`src/rtl/wm_load_arbiter.sv`:
```
// Mains-power budget arbiter for washing machine loads: fixed priority, staggered switch-on,
// minimum on-time before preemption. Fault shedding is compiled in with WM_ARB_FAULT_SHED_EN.
module wm_load_arbiter #(
  parameter int BUDGET   = 8,
  parameter int W_VALVE  = 1,
  parameter int W_PUMP   = 1,
  parameter int W_MOTOR  = 3,
  parameter int W_HEATER = 6,
  parameter int MIN_ON   = 16,
  parameter int STAGGER  = 4
) (
  input  logic       clk,
  input  logic       reset_n,
  input  logic [3:0] req,
  input  logic       shed_fault,
  input  logic       fault_clr,
  output logic [3:0] grant,
  output logic [5:0] load_used,
  output logic       fault_latched
);
  localparam int TW = $clog2(MIN_ON + 1);
  localparam int CW = (STAGGER > 1) ? $clog2(STAGGER) : 1;

  localparam logic [TW-1:0] MIN_ON_T  = TW'(MIN_ON);
  localparam logic [CW-1:0] STAG_LOAD = CW'(STAGGER - 1);
  localparam logic [CW-1:0] CNT_ONE   = CW'(1);
  localparam logic [5:0]    BUDGET_U  = 6'(BUDGET);
  // Loads heavier than the whole budget are never arbitrated.
  localparam logic [3:0]    SIZE_OK   = {W_HEATER <= BUDGET, W_MOTOR <= BUDGET,
                                         W_PUMP <= BUDGET, W_VALVE <= BUDGET};

  typedef enum logic [1:0] {RUN = 2'd0, HOLD = 2'd1, FAULT = 2'd2} state_t;

  function automatic logic [5:0] weight_of(input logic [1:0] idx);
    case (idx)
      2'd0:    weight_of = 6'(W_VALVE);
      2'd1:    weight_of = 6'(W_PUMP);
      2'd2:    weight_of = 6'(W_MOTOR);
      2'd3:    weight_of = 6'(W_HEATER);
      default: weight_of = 6'd0;
    endcase
  endfunction

  function automatic logic [5:0] weight_sum(input logic [3:0] mask);
    logic [5:0] acc;
    acc = 6'd0;
    for (int i = 0; i < 4; i++) begin
      acc = acc + (mask[i] ? weight_of(2'(i)) : 6'd0);
    end
    return acc;
  endfunction

  state_t        state_r;
  logic [CW-1:0] cnt_r;
  logic [TW-1:0] timer_r [4];

  logic [3:0] kept_s, pend_s, elig_s, victim_s, p_onehot_s, grant_run_s;
  logic [5:0] used_kept_s, used_run_s, free_s, p_w_s, elig_w_s;
  logic [1:0] p_idx_s;
  logic       p_valid_s, fits_s, preempt_s;

  // Arbitration decision for RUN: at most one new grant or one revocation per cycle.
  always_comb begin
    kept_s      = grant & req;
    used_kept_s = weight_sum(kept_s);
    free_s      = BUDGET_U - used_kept_s;
    pend_s      = req & ~grant & SIZE_OK;
    p_valid_s   = 1'b0;
    p_idx_s     = 2'd0;
    casez (pend_s)
      4'b???1: begin p_valid_s = 1'b1; p_idx_s = 2'd0; end
      4'b??10: begin p_valid_s = 1'b1; p_idx_s = 2'd1; end
      4'b?100: begin p_valid_s = 1'b1; p_idx_s = 2'd2; end
      4'b1000: begin p_valid_s = 1'b1; p_idx_s = 2'd3; end
      default: begin p_valid_s = 1'b0; p_idx_s = 2'd0; end
    endcase
    p_w_s      = weight_of(p_idx_s);
    p_onehot_s = p_valid_s ? (4'b0001 << p_idx_s) : 4'b0000;

    elig_s = 4'b0000;
    for (int i = 0; i < 4; i++) begin
      elig_s[i] = kept_s[i] && (2'(i) > p_idx_s) && (timer_r[i] == MIN_ON_T);
    end
    elig_w_s = weight_sum(elig_s);
    victim_s = 4'b0000;
    casez (elig_s)
      4'b1???: victim_s = 4'b1000;
      4'b01??: victim_s = 4'b0100;
      4'b001?: victim_s = 4'b0010;
      4'b0001: victim_s = 4'b0001;
      default: victim_s = 4'b0000;
    endcase

    fits_s    = p_valid_s && (p_w_s <= free_s);
    preempt_s = p_valid_s && !fits_s && (|elig_s) &&
                (({1'b0, free_s} + {1'b0, elig_w_s}) >= {1'b0, p_w_s});
    if (fits_s) begin
      grant_run_s = kept_s | p_onehot_s;
    end else if (preempt_s) begin
      grant_run_s = kept_s & ~victim_s;
    end else begin
      grant_run_s = kept_s;
    end
    used_run_s = weight_sum(grant_run_s);
  end

`ifdef WM_ARB_FAULT_SHED_EN
  logic fault_r;
  assign fault_latched = fault_r;
`else
  logic unused_fault_s;
  assign unused_fault_s = shed_fault ^ fault_clr;
  assign fault_latched  = 1'b0;
`endif

  // Control FSM with registered grant/load_used; fault shedding overrides every state.
  always_ff @(posedge clk or negedge reset_n) begin
    if (!reset_n) begin
      state_r   <= RUN;
      cnt_r     <= {CW{1'b0}};
      grant     <= 4'b0000;
      load_used <= 6'd0;
`ifdef WM_ARB_FAULT_SHED_EN
      fault_r   <= 1'b0;
    end else if (shed_fault) begin
      state_r   <= FAULT;
      cnt_r     <= {CW{1'b0}};
      grant     <= 4'b0000;
      load_used <= 6'd0;
      fault_r   <= 1'b1;
`endif
    end else begin
      case (state_r)
        RUN: begin
          grant     <= grant_run_s;
          load_used <= used_run_s;
          if (fits_s) begin
            state_r <= HOLD;
            cnt_r   <= STAG_LOAD;
          end else begin
            state_r <= RUN;
            cnt_r   <= cnt_r;
          end
        end
        HOLD: begin
          grant     <= kept_s;
          load_used <= used_kept_s;
          if (cnt_r <= CNT_ONE) begin
            state_r <= RUN;
            cnt_r   <= {CW{1'b0}};
          end else begin
            state_r <= HOLD;
            cnt_r   <= cnt_r - CNT_ONE;
          end
        end
        FAULT: begin
          grant     <= 4'b0000;
          load_used <= 6'd0;
          cnt_r     <= {CW{1'b0}};
`ifdef WM_ARB_FAULT_SHED_EN
          if (fault_clr) begin
            state_r <= RUN;
            fault_r <= 1'b0;
          end else begin
            state_r <= FAULT;
            fault_r <= 1'b1;
          end
`else
          state_r   <= RUN;
`endif
        end
        default: begin
          state_r   <= RUN;
          cnt_r     <= {CW{1'b0}};
          grant     <= 4'b0000;
          load_used <= 6'd0;
        end
      endcase
    end
  end

  // Per-load on-timers: count held cycles, saturate at MIN_ON, clear while not granted.
  always_ff @(posedge clk or negedge reset_n) begin
    if (!reset_n) begin
      for (int i = 0; i < 4; i++) begin
        timer_r[i] <= {TW{1'b0}};
      end
    end else begin
      for (int i = 0; i < 4; i++) begin
        if (!grant[i]) begin
          timer_r[i] <= {TW{1'b0}};
        end else if (timer_r[i] != MIN_ON_T) begin
          timer_r[i] <= timer_r[i] + TW'(1);
        end else begin
          timer_r[i] <= timer_r[i];
        end
      end
    end
  end

endmodule

```
`config.mk`:
```
export PLATFORM = sky130hd
export DESIGN_NAME = wm_load_arbiter
export DESIGN_NICKNAME = d
export VERILOG_FILES = /design/src/rtl/wm_load_arbiter.sv
export SDC_FILE = /design/constraint.sdc
export NUM_CORES = 1
export LEC_CHECK = 0
export ABC_CLOCK_PERIOD_IN_PS = 14850
export CAP_MARGIN = 20
export CORE_MARGIN = 10
export CORE_UTILIZATION = 27
export CTS_CLUSTER_SIZE = 14
export DETAILED_ROUTE_END_ITERATION = 6
export HOLD_SLACK_MARGIN = 0.08
export PLACE_DENSITY = 0.49
export SLEW_MARGIN = 20
export SYNTH_ARGS = -nofsm -noshare
export SYNTH_HDL_FRONTEND = slang
export SYNTH_SLANG_ARGS = --single-unit
```
`constraint.sdc`:
```
create_clock -name clk -period 14.85 [get_ports clk]
set_clock_uncertainty 0.05 [all_clocks]
set_input_delay 2.97 -clock clk [delete_from_list [all_inputs] [get_ports clk]]
set_output_delay 2.97 -clock clk [all_outputs]
set_load 0.02 [all_outputs]
```
Yosys cells after proc, flatten, opt, wreduce, memory -nomap -nowiden:

Index checks and enable logic that the tools add are counted.

* bits in registers: 34
* latch bits: 0
* bits in writable memories: 0
* memory bits (read-only): 0
* output and inout port bits: 11
* memories: 0

* add/sub/neg operators: 16
* multiply operators: 0
* div/mod/pow operators: 0
* order comparisons: 7
* eq/ne operators: 23
* shift operators: 1
* muxes and demuxes: 35
* bitwise logic cells: 6
* reduce and logical (&&, ||, !) cells: 18

Operators by type and width (count)
* 5-bit two-way mux: 8
* 5-bit by 1-bit adder with 5-bit output, second input constant: 4
* 5-bit == test, second input constant: 4
* 5-bit inequality test, second input constant: 4
* 6-bit case mux with 3 select lines: 1
* 4-bit case mux with 2 select lines: 2
* 4-bit case mux with 4 select lines: 1
* 3-bit by 3-bit adder with 4-bit output: 3
* 4-bit AND: 3
* 1-bit logical AND: 12
* 4-bit two-way mux: 3
* 2-bit two-way mux: 5
* 2-bit by 2-bit adder with 3-bit output: 3
* 1-bit two-way mux: 9
* 3-bit two-way mux: 3
* 2-bit by 1-bit inequality test with 1-bit output, second input constant: 4
* 4-bit inverter: 2
* 2-bit case mux with 2 select lines: 2
* 4-bit OR reduction: 2
* 6-bit by 4-bit adder with 7-bit output: 1
* 7-bit by 6-bit greater-or-equal comparator with 1-bit output: 1
* 1-bit by 1-bit adder with 2-bit output: 3
* 2-bit by 1-bit == test with 1-bit output, second input constant: 3
* 2-bit == test, second input constant: 3
* 17 further kinds: 20

Depth between registers and ports, before layout:

Gate-level depths: netlist of the first run.

* depth after elaboration: 21
* mapped depth: 25
* gate-level depth less buffers: 24

Worst setup path after synthesis of the first run:

OpenSTA, ideal clock, no wires.

* path type: input-to-reg
* start: input port req[1]
* end: register load_used[2]
* setup time: 0.070 ns
* arrival: 7.877 ns
* required time: 14.730 ns
* slack: 6.853 ns
* cell stages on the path: 24
* path buffers: 0
* cell sequence: and2_1 -> xnor2_1 -> ha_1 -> nor2b_1 -> fa_1 -> xor2_1 -> inv_1 -> fa_1 -> inv_1 -> fa_1 -> inv_1 -> ha_1 -> o21ai_0 -> o21ai_0 -> a221o_1 -> nand4_2 -> nor4b_2 -> nor3b_1 -> fa_1 -> inv_1 -> fa_1 -> or2_2 -> a311oi_1 -> nand3b_1

* word-level cells in the longest chain between the ends: 20
* elaborated cells on any way between the ends: 66
* classes of those cells: add/sub (11); order compare (6); eq/ne (9); shift (1); mux (17); bitwise (5); reduce/logical (17)

RTL lines
* start: declaration: line 14 `input logic [3:0] req,`
* 4-bit AND: line 67 `pend_s = req & ~grant & SIZE_OK;`
* 4-bit == test (tied with other cells): line 70 `casez (pend_s)`
* 2-bit case mux with 3 select lines: line 70
* 1-bit by 2-bit greater-than comparator with 1-bit output: line 82 `elig_s[i] = kept_s[i] && (2'(i) > p_idx_s) && (timer_r[i] == MIN_ON_T);`
* 1-bit logical AND (2 in series): line 82
* 1-bit two-way mux: line 48 `acc = acc + (mask[i] ? weight_of(2'(i)) : 6'd0);`
* 1-bit by 1-bit adder with 2-bit output: line 48
* 2-bit by 2-bit adder with 3-bit output: line 48
* (+3 left out)
* 1-bit logical AND: line 95 `preempt_s = p_valid_s && !fits_s && (|elig_s) &&`
* 4-bit two-way mux: line 99 `end else if (preempt_s) begin`
* 4-bit two-way mux: line 97 `if (fits_s) begin`
* 1-bit two-way mux: line 48
* 1-bit by 1-bit adder with 2-bit output: line 48
* 2-bit by 2-bit adder with 3-bit output: line 48
* 3-bit by 3-bit adder with 4-bit output: line 48
* 4-bit case mux with 2 select lines (*): line 133 `case (state_r)`
* end signal: assignment: line 136 `load_used <= used_run_s;`
* end signal: assignment: line 147 `load_used <= used_kept_s;`
* end: declaration: line 18 `output logic [5:0] load_used,`

Mark *: on every way between the ends. The rest lies on a longest branch, timed or not. The select of a mux whose other input is x is not followed.
A chain may end at the register's enable or synchronous reset.

Final worst setup path of the first run:

Same ends and word-level chain as after synthesis.

==> results of run 1 <==
[logic make-up after synthesis]
family	count (synthesis)
AND/OR/NAND/NOR	77
flip-flops	26
buffers and inverters	33
other	1
adder cells (fa/ha/maj)	30
XOR/XNOR	14
multiplexers	5
AO/OA/AOI/OAI	38
[path summary, 6_finish.rpt]
kind / depth (start not counted) / endpoint / startpoint
max: 25 / load_used[2] / req[1]
max in group asynchronous: 2 / timer_r[10] / reset_n
min reg2reg: 2 / state_r[0] / cnt_r[1]
min: 2 / state_r[0] / cnt_r[1]
max reg2reg: 24 / load_used[2] / grant[1]
min in group asynchronous: 2 / cnt_r[0] / reset_n
[per-stage QoR]
stage          cells  utilization  setup WS (ns)
5_1_grt          340        0.313           5.61
4_1_cts          340        0.313           6.00
2_1_floorplan    226            -           6.85
3_5_place_dp     336        0.306           5.73
6_report         340        0.313           6.04
3_3_place_gp     336        0.306           5.71
[cells in the mapped netlist, types with 2 or more instances]
cell type / n
a211oi_1: 2
a21o_1: 2
a21oi_1: 11
a31oi_1: 2
and2_1: 13
and3_1: 3
buf_4: 4
clkbuf_1: 2
dfrtp_1: 26
fa_1: 5
ha_1: 25
inv_1: 27
mux2i_1: 4
nand2_1: 13
nand2b_1: 4
nand3_1: 6
nand3b_1: 2
nand4_1: 3
nor2_1: 5
nor2b_1: 11
nor3b_1: 4
o21a_1: 3
o21ai_0: 10
or2_2: 2
xnor2_1: 12
[power breakdown]
part	leakage, nW	total, W	switching, W	internal (W)
Sequential	0.348	0.000113	0.0000250	0.0000882
Clock	0.0288	0.0000461	0.0000224	0.0000237
Combinational	0.713	0.000250	0.000142	0.000108
[per-layer routing]
layer  vias up  wire length, um  global-route usage
met2        12             1950               0.126
li1        778                -                   -
met3         5               97             0.00714
met4         0               82              0.0339
met5         -                0                   0
met1       711             2090               0.102
[state kept, by name (all words and copies together), names as in the netlist]
| signal | flops |
|---|---|
| timer_r | 15 |
| cnt_r | 2 |
| load_used | 4 |
| grant | 4 |
| state_r | 1 |
[cell type report]
class                      instances  area, um2  share of cell area
timing repair buffer              14        138              0.0572
sequential                        26        651               0.271
inverter                          27        101              0.0421
clock buffer                       4       55.1              0.0229
multi-input combinational        167       1330               0.554
tap                              102        128              0.0531
[critical path, cell delays in order]
cell	delay, ns
clkdlybuf4s50_1	0.56
and2_1	0.21
xnor2_1	0.09
ha_1	0.20
nor2b_1	0.18
fa_1	0.50
xor2_1	0.25
inv_1	0.10
fa_1	0.56
inv_1	0.06
fa_1	0.47
xnor2_1	0.15
ha_1	0.17
nor3_1	0.16
o21ai_0	0.13
a221o_1	0.31
nand4_2	0.12
nor4b_2	0.06
nor3b_1	0.36
fa_1	0.27
inv_1	0.06
fa_1	0.38
or2_2	0.29
a311oi_1	0.22
nand3b_1	0.14
==> metrics.txt, run 1 <==
GRT Overall Usage=0.0775; ys flop type=dfrtp_1; CTS Root Buffer Type=clkbuf_8; RSZ-0062 raised after global routing=no; first-pass GRT wire length=7450 um; Final Hold Vio Count=0; Simple-Gate Fraction of Synth Area=0.223; fin nets=277; hold slack final=just over 0.5 ns; clock tree buffer depth=2; Setup CP Type=input pin to flip-flop; number of gates resized after CTS=0; Max Cap Viol=0; CTS Sinks=26; EDFF count, synth=0; Final Power=roughly 0.0004 W; largest net degree at the start of global routing=27; adder-cell share of the synthesized area=0.195; I/O pin total=19; crit end category=flip-flop; min cycle time layout=8.81 ns; hpwl dp=3380 um; n_diodes=0; fmax=113 MHz; WP data arrival=8.98 ns; Synth Area per Inst=9.44 um2; number of hold buffers added after cts=0; mux cell area share after synthesis=0.0243; synth top area cells=dfrtp_1 31%, ha_1 15%, xnor2_1 5.0%; Final Cycle Share=0.594; Synth top area share=0.308; leading cell type in the layout, fill and taps excluded=inv_1; Detailed Routing Iterations Pass 1=4; Vias=1506; Mapped Area=2110 um2; dominant cell type by area after synthesis=dfrtp_1; post-route ant nets=0; setup TNS=0 ns; design area=2400 um2; Max Slew Vio Count=0; Post-synth ARST share=1.00; DRC=0; die area=11800 um2; outcome=complete, no violations; routability cong.=0.750; postcts setup bufs=0; dpl cell area=2350 um2; gr ovfl total=0; HP Class=flip-flop to flip-flop; initial core utilization=0.275; largest family of logic cells by synthesized area=simple AND/OR/NAND/NOR gates; Filler Cells Inserted=806; Worst Tran Pin Value=0.861 ns; vias in the first global route=approximately 1600; Synth Area in XOR/XNOR=0.0615; initial antenna violation count=0; VDD IR-drop max=43.1 uV; cell area power density=170 nW/um2; Startpoint Class=input pin; Worst-path clk slew=~0.090 ns; Compound-Gate Fraction of Synth Area=0.121; Die Y=108 um; Core Region=7690 um2; most frequent cells in the layout=27 x inv_1, 26 x dfrtp_1, 25 x ha_1; cell count after synthesis=224; yosys warns=0; TritonCTS clock tree=done; DR WL/cell=12.4 um; Clock Latency Late Sink=0.27 ns; Rows=32; Setup Viol. Count Final=0; TritonCTS Buffers=3; starting DRC count in detailed routing=80; share of cells above drive strength 1=0.0672; CP Max Fanout=5; relative slew slack=0.418; worst path required time=15.01 ns; P_leak=1.09 nW; deepest level of the CTS H-tree=1; routed wire length=around 4200 um; Syn-to-layout area delta=13.7%; port bufs=13; die extent in x=~110 um; reg2reg setup slack=8.73 ns; Seq/Total Area, Yosys=0.308; Synth cell types=48; via/cell ratio=4.43; flops & latches, synth=26
Power figures use the tool's default switching activity.
==> inputs of run 2 (changes only) <==
Settings changed: ABC_CLOCK_PERIOD_IN_PS 14850 to 8300.
Clock period 14.85 ns to 8.3 ns, I/O delays scaled along.
==> metrics.txt, run 2 (synthesis gave the netlist of run 1 again) <==
crit end category=flip-flop; first-pass GRT wire length=7530 um (+1.1%); min cycle time layout=7.51 ns; non-filler cells, final=340 (unchanged); Final Hold Vio Count=0 (unchanged); number of gates resized after CTS=0 (unchanged); most frequent cells in the layout=27 x inv_1, 26 x dfrtp_1, 25 x ha_1; hpwl dp=3460 um (+2.3%); gr ovfl total=0 (unchanged); fmax=133 MHz; via/cell ratio=4.43 (unchanged); initial core utilization=0.275 (unchanged); die extent in x=108 um (unchanged); DRC=0 (unchanged); Max Slew Vio Count=0 (unchanged); DR WL/cell=12.6 um (+1.7%); CTS Root Buffer Type=clkbuf_8; Setup Viol. Count Final=0 (unchanged); routed wire length=4290 um (+1.7%); VDD IR-drop max=82.7 uV (+92%); relative slew slack=0.437 (+0.0183); share of cells above drive strength 1=0.0672 (unchanged); Worst-path clk slew=0.10 ns (about the same); routability cong.=0.748 (-0.36%); CP Max Fanout=5 (unchanged); GRT Overall Usage=0.0784 (+0.000867); Rows=32 (unchanged); Vias=1506 (unchanged); setup TNS=0 ns (unchanged); Final Power=0.000737 W (+80%); postcts setup bufs=0 (unchanged); TritonCTS clock tree=done; Final Cycle Share=0.904; Startpoint Class=input pin; largest registers=timer_r (15), grant (4), load_used (4); number of hold buffers added after cts=0 (unchanged); hold slack final=0.509 ns (+0.00167 ns); die area=11800 um2 (unchanged); Syn-to-layout area delta=13.7% (unchanged); initial antenna violation count=0 (unchanged); worst path required time=8.47 ns (-6.54 ns); RSZ-0062 raised after global routing=no; Setup CP Type=input pin to flip-flop; Die Y=108 um (unchanged); WP data arrival=7.68 ns (-1.30 ns); Top reg by flops=timer_r; leading cell type in the layout, fill and taps excluded=inv_1; Detailed Routing Iterations Pass 1=4 (unchanged); port bufs=13 (unchanged); P_leak=1.09 nW (unchanged); I/O pin total=19 (unchanged); post-route ant nets=0 (unchanged); outcome=complete, no violations; Clock Latency Late Sink=0.28 ns (about the same); HP Class=flip-flop to flip-flop; Worst Tran Pin Value=0.834 ns (-0.0271 ns); largest net degree at the start of global routing=27 (unchanged); clock tree buffer depth=2 (unchanged); cell area power density=306 nW/um2 (+80%); fin nets=277 (unchanged); n_diodes=0 (unchanged); dpl cell area=2350 um2 (unchanged); TritonCTS Buffers=3 (unchanged); starting DRC count in detailed routing=46 (-43%); Core Region=7690 um2 (unchanged); Max Cap Viol=0 (unchanged); placed insts=336 (unchanged); design area=2400 um2 (unchanged); vias in the first global route=1551 (-1.6%); CTS Sinks=26 (unchanged); deepest level of the CTS H-tree=1 (unchanged); number of flip-flops in the largest register=15 (unchanged)
-- run 2: metrics by stage --
step | utilization | setup slack [ns]
after floorplan | - | 1.61
after global placement | 0.306 | 0.474
after detailed placement | 0.306 | 0.488
after CTS | 0.313 | 0.757
after global routing | 0.313 | 0.382
final | 0.313 | 0.794
-- run 2: report_power, final --
group	internal, W	switching [W]
clock	0.0000425	0.0000423
sequential	0.000158	0.0000448
combinational	0.000195	0.000254
-- run 2: final cells by class --
cell class | instances | area, um2
Inverter | 27 | 101
Fill cell | 820 | 5280
Multi-Input combinational cell | 167 | 1330
Clock buffer | 4 | 55.1
Timing Repair Buffer | 14 | 138
Sequential cell | 26 | 651
Tap cell | 102 | 128
-- run 2: final timing paths --
kind                          start      endpoint  slack [ns]  cells past startpoint
max                          req[1]  load_used[2]        0.79                     25
min reg2reg                cnt_r[1]    state_r[0]        0.51                      2
min in group asynchronous   reset_n      cnt_r[0]        1.69                      2
min                        cnt_r[1]    state_r[0]        0.51                      2
max reg2reg                grant[1]  load_used[2]        2.17                     24
max in group asynchronous   reset_n      grant[1]        6.24                      2
-- run 2: layer usage --
layer / vias to the layer above / global-route usage / routed length (um)
met4: 0 / 0.0339 / 76
met3: 4 / 0.00892 / 94
met2: 12 / 0.128 / 2010
li1: 780 / - / -
met5: - / 0 / 0
met1: 710 / 0.102 / 2110
-- run 2: worst max-delay path, stage by stage --
cell and delay (ns):
clkdlybuf4s50_1 0.56, and2_1 0.21, xnor2_1 0.09, ha_1 0.19, nor2b_1 0.18, fa_1 0.51
xor2_1 0.23, inv_1 0.10, fa_1 0.57, inv_1 0.07, fa_1 0.47, xnor2_1 0.16
ha_1 0.18, nor3_1 0.17, o21ai_0 0.14, a221o_1 0.31, nand4_2 0.12, nor4b_2 0.06
nor3b_1 0.35, fa_1 0.26, inv_1 0.05, fa_1 0.38, or2_2 0.28, a311oi_1 0.23
nand3b_1 0.14
